`config.mk`:
```
export PLATFORM = sky130hd
export DESIGN_NAME = axi_rd_arbiter
export DESIGN_NICKNAME = d
export VERILOG_FILES = /design/src/rtl/axi_rd_arbiter_pkg.sv /design/src/rtl/axi_rd_beat_chk.sv /design/src/rtl/axi_rd_arbiter.sv
export SDC_FILE = /design/constraint.sdc
export NUM_CORES = 1
export LEC_CHECK = 0
export CAP_MARGIN = 40
export CELL_PAD_IN_SITES_DETAIL_PLACEMENT = 2
export CELL_PAD_IN_SITES_GLOBAL_PLACEMENT = 2
export CORE_MARGIN = 2
export CORE_UTILIZATION = 13
export CTS_CLUSTER_SIZE = 28
export DETAILED_ROUTE_END_ITERATION = 10
export PLACE_DENSITY_LB_ADDON = 0.12
export SYNTH_ARGS = -nofsm -noshare
export SYNTH_HDL_FRONTEND = slang
export SYNTH_SLANG_ARGS = --single-unit
```
`constraint.sdc`:
```
create_clock -name clk -period 3.7 [get_ports clk]
set_input_delay 0.74 -clock clk [delete_from_list [all_inputs] [get_ports clk]]
set_output_delay 0.74 -clock clk [all_outputs]
set_load 0.05 [all_outputs]
```
`src/rtl/axi_rd_arbiter_pkg.sv`:
```
// Shared types for the two-port AXI read arbiter: FSM states, owner type and AR IDs.
package axi_rd_arbiter_pkg;

   typedef enum logic [1:0] {
      IDLE = 2'd0,
      AR   = 2'd1,
      R    = 2'd2
   } arb_state_t;

   typedef enum logic {
      OWN_I = 1'b0,
      OWN_D = 1'b1
   } owner_t;

   localparam logic [3:0] ARID_I = 4'd0;
   localparam logic [3:0] ARID_D = 4'd1;

endpackage

```
`src/rtl/axi_rd_beat_chk.sv`:
```
// Beat counter for the granted read burst plus a sticky rlast/length mismatch flag.
module axi_rd_beat_chk (
   input  logic       clk,
   input  logic       rst,
   input  logic       start,
   input  logic [7:0] arlen,
   input  logic       beat,
   input  logic       last,
   output logic [7:0] count,
   output logic       len_err
);

   logic [7:0] exp_len;

   // count holds the index of the next beat, so the final beat must arrive at count == exp_len
   always_ff @(posedge clk) begin
      if (rst) begin
         count   <= 8'd0;
         exp_len <= 8'd0;
         len_err <= 1'b0;
      end else if (start) begin
         count   <= 8'd0;
         exp_len <= arlen;
      end else if (beat) begin
         if (count != 8'hff) count <= count + 8'd1;
         if (last != (count == exp_len)) len_err <= 1'b1;
      end
   end

endmodule

```
`src/rtl/axi_rd_arbiter.sv`:
```
// Two-port (I/D cache) AXI read arbiter with one outstanding transaction.
// Define ARB_RR_EN for round-robin on simultaneous requests; otherwise D-port has fixed priority.
module axi_rd_arbiter
   import axi_rd_arbiter_pkg::*;
#(
   parameter int ADDR_W = 32,
   parameter int DATA_W = 32
) (
   input  logic              clk,
   input  logic              rst,
   input  logic [ADDR_W-1:0] i_araddr,
   input  logic [7:0]        i_arlen,
   input  logic [2:0]        i_arsize,
   input  logic              i_arvalid,
   output logic              i_arready,
   output logic [DATA_W-1:0] i_rdata,
   output logic              i_rvalid,
   output logic              i_rlast,
   input  logic              i_rready,
   input  logic [ADDR_W-1:0] d_araddr,
   input  logic [7:0]        d_arlen,
   input  logic [2:0]        d_arsize,
   input  logic              d_arvalid,
   output logic              d_arready,
   output logic [DATA_W-1:0] d_rdata,
   output logic              d_rvalid,
   output logic              d_rlast,
   input  logic              d_rready,
   output logic [3:0]        m_arid,
   output logic [ADDR_W-1:0] m_araddr,
   output logic [7:0]        m_arlen,
   output logic [2:0]        m_arsize,
   output logic              m_arvalid,
   input  logic              m_arready,
   input  logic [DATA_W-1:0] m_rdata,
   input  logic              m_rvalid,
   input  logic              m_rlast,
   output logic              m_rready,
   output logic              len_err,
   output logic [1:0]        dbg_state,
   output logic [7:0]        dbg_beat_cnt
);

   // Handshakes: a transfer happens on a rising edge where valid and ready are both high;
   // valid never waits on ready, and AR fields are held stable by the requester while arvalid is high.

   arb_state_t state, state_nxt;
   owner_t     owner, owner_nxt, pick;
   logic       ar_hs, r_beat;

`ifdef ARB_RR_EN
   owner_t last_win;

   always_ff @(posedge clk) begin
      if (rst)        last_win <= OWN_I;
      else if (ar_hs) last_win <= owner;
   end

   always_comb begin
      pick = OWN_I;
      if (i_arvalid && d_arvalid) pick = (last_win == OWN_D) ? OWN_I : OWN_D;
      else if (d_arvalid)         pick = OWN_D;
   end
`else
   always_comb begin
      pick = OWN_I;
      if (d_arvalid) pick = OWN_D;
   end
`endif

   always_ff @(posedge clk) begin
      if (rst) begin
         state <= IDLE;
         owner <= OWN_I;
      end else begin
         state <= state_nxt;
         owner <= owner_nxt;
      end
   end

   always_comb begin
      state_nxt = state;
      owner_nxt = owner;
      m_arid    = ARID_I;
      m_araddr  = i_araddr;
      m_arlen   = i_arlen;
      m_arsize  = i_arsize;
      m_arvalid = 1'b0;
      m_rready  = 1'b0;
      i_arready = 1'b0;
      d_arready = 1'b0;
      i_rvalid  = 1'b0;
      d_rvalid  = 1'b0;
      i_rlast   = 1'b0;
      d_rlast   = 1'b0;
      if (owner == OWN_D) begin
         m_arid   = ARID_D;
         m_araddr = d_araddr;
         m_arlen  = d_arlen;
         m_arsize = d_arsize;
      end
      case (state)
         IDLE: begin
            if (i_arvalid || d_arvalid) begin
               owner_nxt = pick;
               state_nxt = AR;
            end
         end
         AR: begin
            m_arvalid = (owner == OWN_D) ? d_arvalid : i_arvalid;
            if (owner == OWN_D) d_arready = m_arready;
            else                i_arready = m_arready;
            // A requester withdrawing its request releases the bus without issuing anything
            if (!m_arvalid)     state_nxt = IDLE;
            else if (m_arready) state_nxt = R;
         end
         R: begin
            m_rready = (owner == OWN_D) ? d_rready : i_rready;
            if (owner == OWN_D) begin
               d_rvalid = m_rvalid;
               d_rlast  = m_rlast;
            end else begin
               i_rvalid = m_rvalid;
               i_rlast  = m_rlast;
            end
            if (m_rvalid && m_rready && m_rlast) state_nxt = IDLE;
         end
         default: state_nxt = IDLE;
      endcase
   end

   assign ar_hs     = (state == AR) && m_arvalid && m_arready;
   assign r_beat    = (state == R) && m_rvalid && m_rready;
   assign i_rdata   = m_rdata;
   assign d_rdata   = m_rdata;
   assign dbg_state = state;

   axi_rd_beat_chk u_beat_chk (
      .clk     (clk),
      .rst     (rst),
      .start   (ar_hs),
      .arlen   (m_arlen),
      .beat    (r_beat),
      .last    (m_rlast),
      .count   (dbg_beat_cnt),
      .len_err (len_err)
   );

endmodule

```
; ---- After elaboration in Yosys (flattened, before gate mapping)
; Index checks and enable logic that the tools add are counted.
[word_totals]
register_bits = 20
wordCells = 54
out_inout_bits = 130
[classes]
n_eq_ne = 8
muxes = 26
n_reduce_logical = 13
bitwise = 1
n_addsub = 1
[ops]
columns = operator, count
row1 = 2-to-1 mux 32 bit, 1
row2 = 2-to-1 mux 1 bit, 18
row3 = adder 8 x 1 -> 8 bit (second input constant), 1
row4 = equality test 8 bit, 1
row5 = 2-to-1 mux 2 bit, 4
row6 = 2-to-1 mux 8 bit, 1
row7 = inequality test 8 bit (second input constant), 1
row8 = logical AND 1 bit, 6
row9 = one-hot mux 2 bit (3 select lines), 1
row10 = AND reduction 3 bit, 2
row11 = inequality test 2 bit (second input constant), 2
row12 = AND reduction 2 bit, 2
row13 = 2-to-1 mux 3 bit, 1
row14 = inequality test 3 bit (second input constant), 1
row15 = equality test 2 x 1 -> 1 bit (second input constant), 1
row16 = equality test 2 bit (second input constant), 1
row17 = zero test 2 bit, 1
row18 = OR reduction 2 bit, 1
row19 = logical OR 1 bit, 1
row20 = inequality test 1 bit, 1
row21 = NOT 1 bit, 1

; ---- Longest topological paths before layout
[logic_depth]
depth_word = 6
ltp_mapped = 6
ltp_nobuf = 5

; ---- Modules after synthesis
; From an unflattened synthesis, not the netlist that was laid out.
[unflattened]
cells_unflattened = 234
hier_area_um2 = 2053.2
[by_module_without_submodules]
columns = module, area_each_um2, cells_each, instances, seq_area_each_um2
row1 = axi_rd_arbiter, 1241.2, 148, 1, 60.1
row2 = axi_rd_beat_chk, 812.0, 86, 1, 340.3

; ---- Worst setup path after synthesis
; Ideal clock, no wire load.
[synth_path]
path_type = input to output
startpoint = input port d_arvalid
endpoint = output port m_arvalid
required_time_ns = 2.960
t_arrival_ns = 2.150
setup_slack_ns = 0.810
cell_stages = 3
cell_sequence = mux2i_1 > buf_2 > nor3b_1
[synth_between]
elab_chain_cells = 2
[synth_rtl]
columns = element, line
row1 = "start, declared", axi_rd_arbiter.sv:23  ; input logic d_arvalid,
row2 = 2-to-1 mux 1 bit, axi_rd_arbiter.sv:110  ; m_arvalid = (owner == OWN_D) ? d_arvalid : i_arvalid;
row3 = 2-to-1 mux 1 bit, axi_rd_arbiter.sv:102  ; case (state)
row4 = "end, declared", axi_rd_arbiter.sv:33  ; output logic m_arvalid,
; Every way passes these cells.

; ---- Worst setup path after layout
[layout_path]
startpoint = input port d_rready
endpoint = output port m_rready
[layout_between]
elab_chain_cells = 2
[layout_rtl]
columns = element, line
row1 = "start, declared", axi_rd_arbiter.sv:28  ; input logic d_rready,
row2 = 2-to-1 mux 1 bit, axi_rd_arbiter.sv:118  ; m_rready = (owner == OWN_D) ? d_rready : i_rready;
row3 = 2-to-1 mux 1 bit, axi_rd_arbiter.sv:102
row4 = "end, declared", axi_rd_arbiter.sv:38  ; output logic m_rready,
; Every way passes these cells.

==> impl_metrics.csv <==
group,metric,value,unit
critical_path,reg2reg_depth,6,
drt,wire_per_inst,16.3,um
logic_synthesis,async_flop_share,0,%
critical_path,cp-end-kind,"output pin",
critical_path,start_kind,"input pin",
placed_design,dp_hpwl,7590,um
logic_synthesis,synthFlopType,"dfxtp_1",
global_route,grt-ovfl-total,0,
finish,syn2layout_area_growth,67.9,%
cts,ctsHoldBuffers,0,
sta,fmaxAchievable,323,MHz
power_and_ir_drop,p_leak,1.18,nW
floorplanning,core_area,0.0158,sq mm
finish,drive_gt1_share,17.9,%
run_status,status,"finished clean",
cts,cts_tree,"done",
sta,worst_pin_slew,0.589,ns
worst_hold_path,hold_path_depth,2,
power_and_ir_drop,p_per_area,288,mW/mm^2
logic_synthesis,synth.avg_cell_area,8.40,sq um
placed_design,dpl_cell_area,0.00342,sq mm
drt,vias,2102,
power_and_ir_drop,switching_share,38.5,%
sta,max-slew-margin-rel,60.6,%
drt,ant_nets,0,
worst_hold_path,holdCritPathClass,"flip-flop to flip-flop",
critical_path,timing_worst_setup_path_type,"input pin to output pin",
power_and_ir_drop,p_switching,390,uW
floorplanning,initial_utilization,13.2,%
cts,clock_latency,0.26,ns
power_and_ir_drop,p_int,623,uW
flow_run,drv_cap,0,
logic_synthesis,synth_seq_cells,20,
power_and_ir_drop,comb_power_share,51.8,%
cts,clk_pin_slew,0.06,ns
power_and_ir_drop,power.share.clock,25.0,%
critical_path,crit_arrival,2.35,ns
sta,final-max-slew-violation-count,0,
critical_path,cp_data_required_time,2.96,ns
placed_design,dp_slack,0.611,ns
sta,post-route-period-util,83.6,%
placed_design,gp_congestion,0.686,
cts,ctsResizeCount,0,
finish,fin_area,0.00351,sq mm
floorplanning,die_w,131,um
power_and_ir_drop,vdd_drop_max,133,uV
drt,vias_per_cell,3.78,
finish,fill_cells,1785,
cts,htree_levels,1,
logic_synthesis,netlist_instances,249,
finish,nets,469,
global_route,grt.total_usage,10.4,%
sta,hold_viol,0,
drt,drt-total-wl,9090,um
sta,finalWorstSetupSlack,0.608,ns
cts,clock_sinks,20,
floorplanning,die_h,131,um
global_route,grt_pass1_vias,2335,
floorplanning,std_cell_rows,46,
cts,cts_buffers,3,
logic_synthesis,syn_area,0.00209,sq mm
logic_synthesis,yosysWarnings,0,
drt,drc_errors,0,
cts,clock_path_buffers,2,
placed_design,place.port_buffers,157,
sta,rsz0062_at_grt,"false",
global_route,grt_max_degree,31,
critical_path,cp_max_fo,6,
drt,drt_iter0_drc,47,
sta,final.min_clock_period,3.09,ns
floorplanning,ios,257,
cts,cts_setup_buffers,0,
global_route,grt_pass1_wl,13700,um
sta,setup_viol,0,
power_and_ir_drop,p_seq_share,23.2,%
logic_synthesis,synth_edf_count,0,
cts,root_buffer,"clkbuf_16",
logic_synthesis,ys_types,41,
sta,fin_skew,0.00478,ns
drt,drt-pass1-iter-count,4,
floorplanning,die_area,0.0171,sq mm
sta,holdWs,0.514,ns
logic_synthesis,ys_seq_area_share,19.1,%
sta,setup_tns,0,ns
power_and_ir_drop,total_power,1.01,mW
global_route,antenna_found_initial,0,
finish,antenna_cells,0,
## critical path, cell delays in order
cell and delay [ns]:
clkdlybuf4s50_1 0.46, mux2_4 0.20, and2_1 0.14, clkdlybuf4s50_1 0.81
## state kept, by name, indices dropped and copies added (netlist names)
register	flops
u_beat_chk.count	8
u_beat_chk.len_err	1
dbg_state	2
u_beat_chk.exp_len	8
owner	1
## through the flow
step | cells | utilization [%]
floorplan | 251 | -
global placement | 551 | 21.6
detailed placement | 552 | 21.6
CTS | 556 | 22.2
global route | 556 | 22.2
finish | 556 | 22.2
## cell usage after synthesis (2+ instances only)
cell	count	share of area (%)
nand3_1	5	1.2
o31ai_1	3	1.1
nand3b_1	2	0.72
or4_1	2	0.72
dfxtp_1	20	19
buf_4	68	24
and3_1	2	0.60
nand4_1	4	1.2
nor2_1	16	2.9
or3_1	3	0.90
o21ai_0	6	1.4
xnor2_1	8	3.3
clkbuf_1	2	0.36
and2_1	2	0.60
inv_1	4	0.72
a21oi_1	7	1.7
buf_2	6	1.4
nor3_1	16	3.8
mux2_2	43	23
nand2_1	8	1.4
mux2i_1	2	0.96
## cell type report
cell class | count | area, sq um | area share (%)
timing repair buffer | 162 | 1610 | 45.9
multi-input combinational | 150 | 1120 | 32.0
sequential | 20 | 402 | 11.4
tap | 216 | 270 | 7.70
clock buffer | 4 | 88.8 | 2.53
inverter | 4 | 15.0 | 0.428
## final timing paths
kind,slack (ns),from,end
max,0.61,d_rready,m_rready
min reg2reg,0.51,u_beat_chk.exp_len[5]$_SDFFE_PP0P_,u_beat_chk.exp_len[5]$_SDFFE_PP0P_
max reg2reg,1.71,owner$_SDFFE_PP0P_,u_beat_chk.count[4]$_SDFFE_PP0P_
min,0.51,u_beat_chk.exp_len[5]$_SDFFE_PP0P_,u_beat_chk.exp_len[5]$_SDFFE_PP0P_
## power groups by stage
| stage | combinational [mW] | clock [mW] | sequential (mW) |
|---|---|---|---|
| 2_1_floorplan | 0.490 | 0 | 0.239 |
| 3_3_place_gp | 0.526 | 0 | 0.240 |
| 3_5_place_dp | 0.531 | 0 | 0.241 |
| 4_1_cts | 0.533 | 0.261 | 0.236 |
| 5_1_grt | 0.554 | 0.269 | 0.237 |
| 6_report | 0.524 | 0.253 | 0.235 |
## placed cells by master, fill, tap and decap left out, types with 2 or more instances in the layout
cell	netlist	routed
nor3_1	16	16
and3_1	2	2
buf_4	68	6
mux2i_1	2	2
inv_1	4	4
mux2_2	43	43
clkdlybuf4s50_1	0	154
or4_1	2	2
nand3b_1	2	2
clkbuf_16	0	3
o31ai_1	3	3
conb_1	1	3
or3_1	3	3
nor2_1	16	16
o21ai_0	6	6
nand4_1	4	4
xnor2_1	8	8
nand3_1	5	5
nand2_1	8	8
and2_1	2	2
dfxtp_1	20	19
a21oi_1	7	7
## routing by layer
metal / share of wire (%) / global-route usage, % / up-vias
met4: 1.6 / 2.44 / 0
li1: - / - / 981
met5: 0 / 0 / -
met2: 51 / 19.8 / 99
met3: 8.5 / 2.97 / 21
met1: 39 / 11.5 / 1001
## kinds of logic (layout without fill, tap and decap cells)
group | Yosys count | after routing | synth area share, %
AOI/OAI and AO/OA | 23 | 23 | 6.94
xor gates and xnor gates | 8 | 8 | 3.35
other | 1 | 3 | 0.179
DFF | 20 | 20 | 19.1
and+or+nand+nor | 69 | 69 | 17.5
muxes | 46 | 46 | 24.8
adders and majority gates | 1 | 1 | 0.598
buffers and inverters | 81 | 170 | 27.5
(Power assumes the default switching activity.)
